`src/rtl/alu_seq_divider.sv`:
```
// alu_seq_divider: radix-2 restoring divider for RISC-V DIV/DIVU/REM/REMU
// with zero-divisor and signed-overflow fast paths.
module alu_seq_divider #(
   parameter int XLEN = 32
) (
   input  logic            clk,
   input  logic            rst_n,
   input  logic            in_valid,
   output logic            in_ready,
   input  logic [1:0]      op,
   input  logic [XLEN-1:0] dividend,
   input  logic [XLEN-1:0] divisor,
   input  logic            kill,
   output logic            out_valid,
   input  logic            out_ready,
   output logic [XLEN-1:0] result,
   output logic            busy
);
   localparam int CW = $clog2(XLEN) + 1;
   typedef enum logic [1:0] {IDLE, CALC, DONE} state_t;
   state_t          state;
   logic [CW-1:0]   cnt;
   logic [XLEN-1:0] rem_q, quo_q, dvs_q;
   logic            is_rem, neg_q, neg_r;
   logic            is_signed, a_neg, b_neg, ovf, div_zero, ge;
   logic [XLEN-1:0] a_mag, b_mag, rem_nx, quo_nx, fin, fast;
   logic [XLEN:0]   sh, diff;
   assign is_signed = ~op[0];
   assign a_neg     = is_signed & dividend[XLEN-1];
   assign b_neg     = is_signed & divisor[XLEN-1];
   assign a_mag     = a_neg ? -dividend : dividend;
   assign b_mag     = b_neg ? -divisor : divisor;
   assign div_zero  = divisor == '0;
   assign ovf       = is_signed && dividend == {1'b1, {(XLEN-1){1'b0}}} && &divisor;
   // zero divisor: quotient all-ones, remainder is the dividend; overflow: quotient is the dividend
   assign fast      = div_zero ? (op[1] ? dividend : '1) : (op[1] ? '0 : dividend);
   assign sh        = {rem_q, quo_q[XLEN-1]};
   assign diff      = sh - {1'b0, dvs_q};
   assign ge        = ~diff[XLEN];
   assign rem_nx    = ge ? diff[XLEN-1:0] : sh[XLEN-1:0];
   assign quo_nx    = {quo_q[XLEN-2:0], ge};
   assign fin       = is_rem ? (neg_r ? -rem_nx : rem_nx) : (neg_q ? -quo_nx : quo_nx);
   always_ff @(posedge clk or negedge rst_n) begin
      if (!rst_n) begin
         state     <= IDLE;
         cnt       <= '0;
         rem_q     <= '0;
         quo_q     <= '0;
         dvs_q     <= '0;
         is_rem    <= 1'b0;
         neg_q     <= 1'b0;
         neg_r     <= 1'b0;
         result    <= '0;
         in_ready  <= 1'b1;
         out_valid <= 1'b0;
         busy      <= 1'b0;
      end else if (kill) begin
         state     <= IDLE;
         result    <= '0;
         in_ready  <= 1'b1;
         out_valid <= 1'b0;
         busy      <= 1'b0;
      end else begin
         case (state)
            IDLE: if (in_valid) begin
               is_rem   <= op[1];
               neg_q    <= a_neg ^ b_neg;
               neg_r    <= a_neg;
               quo_q    <= a_mag;
               dvs_q    <= b_mag;
               rem_q    <= '0;
               cnt      <= '0;
               in_ready <= 1'b0;
               busy     <= 1'b1;
               if (div_zero || ovf) begin
                  state     <= DONE;
                  out_valid <= 1'b1;
                  result    <= fast;
               end else begin
                  state <= CALC;
               end
            end
            CALC: begin
               rem_q <= rem_nx;
               quo_q <= quo_nx;
               cnt   <= cnt + 1'b1;
               if (cnt == CW'(XLEN - 1)) begin
                  state     <= DONE;
                  out_valid <= 1'b1;
                  result    <= fin;
               end
            end
            DONE: if (out_ready) begin
               state     <= IDLE;
               result    <= '0;
               in_ready  <= 1'b1;
               out_valid <= 1'b0;
               busy      <= 1'b0;
            end
            default: state <= IDLE;
         endcase
      end
   end
endmodule

```
`config.mk`:
```
export PLATFORM = sky130hd
export DESIGN_NAME = alu_seq_divider
export DESIGN_NICKNAME = d
export VERILOG_FILES = /design/src/rtl/alu_seq_divider.sv
export SDC_FILE = /design/constraint.sdc
export NUM_CORES = 1
export LEC_CHECK = 0
export ABC_AREA = 1
export ABC_CLOCK_PERIOD_IN_PS = 5600
export CAP_MARGIN = 15
export CORE_MARGIN = 2
export CORE_UTILIZATION = 31
export CTS_BUF_LIST = sky130_fd_sc_hd__clkbuf_2 sky130_fd_sc_hd__clkbuf_4 sky130_fd_sc_hd__clkbuf_8
export DETAILED_ROUTE_END_ITERATION = 12
export GPL_TIMING_DRIVEN = 0
export PLACE_DENSITY = 0.45
export REMOVE_ABC_BUFFERS = 1
export SLEW_MARGIN = 30
export SYNTH_ARGS = -nofsm -noshare
export SYNTH_HDL_FRONTEND = slang
export SYNTH_SLANG_ARGS = --single-unit
```
`constraint.sdc`:
```
create_clock -name clk -period 5.6 [get_ports clk]
set_input_delay 1.12 -clock clk [delete_from_list [all_inputs] [get_ports clk]]
set_output_delay 1.12 -clock clk [all_outputs]
set_load 0.1 [all_outputs]
```
==> metrics.log <==
[metrics] sequential fraction of the synthesis area: 26.8%
[metrics] Slowest Stage Delay on Critical Path: 0.42 ns
[metrics] Antenna Nets Post-Route: 0
[metrics] maximum operating frequency: 199 MHz
[metrics] total of warnings raised by yosys: 0
[metrics] per-cell routed wire length: 17.4 um
[metrics] most common library cell in the layout ignoring fill and taps: nand2_1
[metrics] most frequent cells in the layout: 608 x nand2_1, 282 x inv_1, 207 x nor2_1
[metrics] HPWL reported at the end of detailed placement: 36900 um
[metrics] number of global-route vias before repair: 13.3k
[metrics] Synth Register Bits: 142
[metrics] number of instances in the placed design: 2728
[metrics] via count: 14.0k
[metrics] kind of cell with the highest combined delay on the critical path: simple AND/OR/NAND/NOR gates
[metrics] storage element area: 0.00356 mm^2
[metrics] Pins Over Slew Limit: 0
[metrics] dominant combinational cell family by area after synthesis: simple AND/OR/NAND/NOR gates
[metrics] number of standard cells in the final layout excluding fillers: 2763
[metrics] placeable core region: 0.0420 mm^2
[metrics] number of antenna diodes: 0
[metrics] master of the slowest instance on the critical path: fa_1
[metrics] 1st-iter DRT viols: 1061
[metrics] x dimension of the die: 211 um
[metrics] antenna violations before repair: 1
[metrics] skew final: 0.0169 ns
[metrics] via-per-instance ratio: 5.06
[metrics] mean post-synth cell area: 6.16 um^2
[metrics] clock buffers created by TritonCTS: 17
[metrics] commonest register cell after synthesis: dfrtp_1
[metrics] remaining global-route overflow: 0
[metrics] max-capacitance violation count: 0
[metrics] worst-case hold slack: 0.461 ns
[metrics] multi-input logic area: 0.00829 mm^2
[metrics] Area contributors post-synth: dfrtp_1 27%, nand2_1 17%, inv_1 8.0%, o21ai_0 6.2%, a21oi_1 6.0%
[metrics] H-tree levels: 4
[metrics] result of the run: completed
[metrics] post-synthesis mux area share: 0%
[metrics] WP data required: 6.05 ns
[metrics] count of hold-fix buffers inserted at cts: 0
[metrics] fraction of final layout cells sized beyond drive strength 1: 6.83%
[metrics] Worst Path Max Fanout: 12
[metrics] height of the die: 211 um
[metrics] Rel. slew slack: 32.8%
[metrics] post-layout minimum cycle time: 5.03 ns
[metrics] clock edge transition at the registers on the reported setup and hold paths: 0.09 ns
[metrics] area share of xor/xnor cells in the synthesized design: 3.76%
[metrics] library cells used by synthesis: 55
[metrics] quantity of I/O buffers inserted on ports: 105
[metrics] simple-gate share of the synthesized area: 36.2%
[metrics] later-pin clock latency in the skew report: 0.51 ns
[metrics] unrepaired setup endpoints after global routing: false
[metrics] TritonCTS clock tree: built
[metrics] final setup vio count: 0
[metrics] global router's overall resource usage: 22.0%
[metrics] std cell rows: 75
[metrics] aggregate routed wire length: 48200 um
[metrics] final sum of negative setup slack: 0 ns
[metrics] pin count of the biggest net entering global routing: 62
[metrics] share of the synthesized area in the top cell type: 26.6%
[metrics] floorplan die area: 0.0444 mm^2
[metrics] buffer type at the clock tree root: clkbuf_8
[metrics] number of detailed-route iterations in the first pass: 8
[metrics] growth of design area from synthesis to finish: 15.4%
[metrics] total number of clock tree sinks: 142
[metrics] Buffers & Inverters on Critical Path: 2
[metrics] count of mapped cells out of synthesis: 2152
[metrics] critical path endpoint category: flop
[metrics] cell taking the most area after synthesis: dfrtp_1
[metrics] Final #Nets: 2325
[metrics] cell repeated most along the worst path: nand2_1
[metrics] fraction of registers with async set or reset after synthesis: 100%
[metrics] Final Hold Vio Count: 0
[metrics] worst path arrival time: 5.48 ns
[metrics] Fill cells: 4703
[metrics] initial standard-cell utilization of the core: 31.5%
[metrics] Adder-Cell Fraction of Synth Area: 4.02%
[metrics] global placer's final weighted congestion: 0.860
[metrics] element type at the critical path start: flop
[metrics] total DRC errors in the routed layout: 0
[metrics] Boundary Pins: 106
[metrics] crit path kind: reg -> reg
[metrics] actual transition at the worst max-transition pin: 1.00 ns
[metrics] compound-gate portion of the synthesized area: 18.0%
[metrics] share of the cycle needed by the critical path after routing: 89.8%
[metrics] Cell Area, Synth: 0.0133 mm^2
[metrics] number of buffers on the longest clock path: 2
[metrics] first-pass GRT wire length: 75300 um
[metrics] number of enable-type register cells in the synthesized netlist: 0
[metrics] path class of the lowest-slack min-delay path: reg -> reg
layer usage:
| layer | wire, um | GRT usage [%] | share of wire (%) |
|---|---|---|---|
| met5 | 9 | 0 | 0.019 |
| met4 | 749 | 5.00 | 1.6 |
| met3 | 1990 | 3.30 | 4.1 |
| met2 | 21700 | 35.2 | 45 |
| met1 | 23700 | 31.1 | 49 |
through the flow:
stage          setup WS (ns)  area, um^2  util [%]
2_1_floorplan          -1.56       12900         -
3_3_place_gp           -7.37       14600      34.7
3_5_place_dp           0.245       14900      35.4
4_1_cts                0.214       15300      36.3
5_1_grt               0.0405       15300      36.4
6_report               0.572       15300      36.4
Yosys cell counts (all sizes together), types with 13 or more instances:
| master | n |
|---|---|
| nand2 | 655 |
| clkbuf | 61 |
| dfrtp | 141 |
| o22ai | 34 |
| nor3 | 44 |
| nor2 | 217 |
| o211ai | 15 |
| o21ai | 180 |
| a21oi | 165 |
| nand3 | 142 |
| buf | 21 |
| nand4 | 26 |
| inv | 287 |
| xnor2 | 13 |
| ha | 41 |
| xor2 | 44 |
cells by family (layout without fill, tap and decap cells):
family	after synthesis	count (layout)
DFF	142	142
adders and majority gates	42	42
buffers and inverters	372	443
and+or+nand+nor	1112	1113
xor gates and xnor gates	57	57
AOI/OAI and AO/OA	427	427
flip-flops by register name (all words and copies together) (netlist names):
signal	flops
dvs_q	32
quo_q	32
rem_q	32
result	32
cnt	6
state	2
busy	1
in_ready	1
is_rem	1
neg_q	1
neg_r	1
out_valid	1
path summary, 6_finish.rpt:
check	start	to	slack, ns	cells past startpoint
hold reg to reg	cnt[5]$_DFFE_PN0P_	cnt[5]$_DFFE_PN0P_	0.46	1
setup / recovery	quo_q[31]$_DFFE_PN0P_	result[30]$_DFFE_PN0P_	0.57	31
max in group asynchronous	rst_n	neg_r$_DFFE_PN0P_	4.41	2
min in group asynchronous	rst_n	dvs_q[5]$_DFFE_PN0P_	0.50	1
hold / removal	cnt[5]$_DFFE_PN0P_	cnt[5]$_DFFE_PN0P_	0.46	1
setup reg to reg	quo_q[31]$_DFFE_PN0P_	result[30]$_DFFE_PN0P_	0.57	31
layout make-up:
cell class                 count  area share [%]
multi-input combinational   1639            54.2
sequential                   142            23.2
timing repair buffer         122            8.50
inverter                     290            7.13
tap                          539            4.41
clock buffer                  20            1.80
clock inverter                11           0.760
timing repair:
item / 4_1_cts / 5_1_grt
setup buffers: 0 / 3
resized for setup: 0 / 2
endpoints found under the setup margin: 0 / 4
worst reg2reg max path, delay by kind of cell, from the launching register on:
family	cells	cell delay, ns
AO/OA/AOI/OAI	5	0.86
AND/OR/NAND/NOR	21	2.61
adder cells (fa/ha/maj)	3	0.93
buffers and inverters	2	0.24
flip-flops	1	0.33
Power is left out: the tool's default activity adds up to more than one toggle a clock period on the data nets, which glitch-free logic cannot reach.
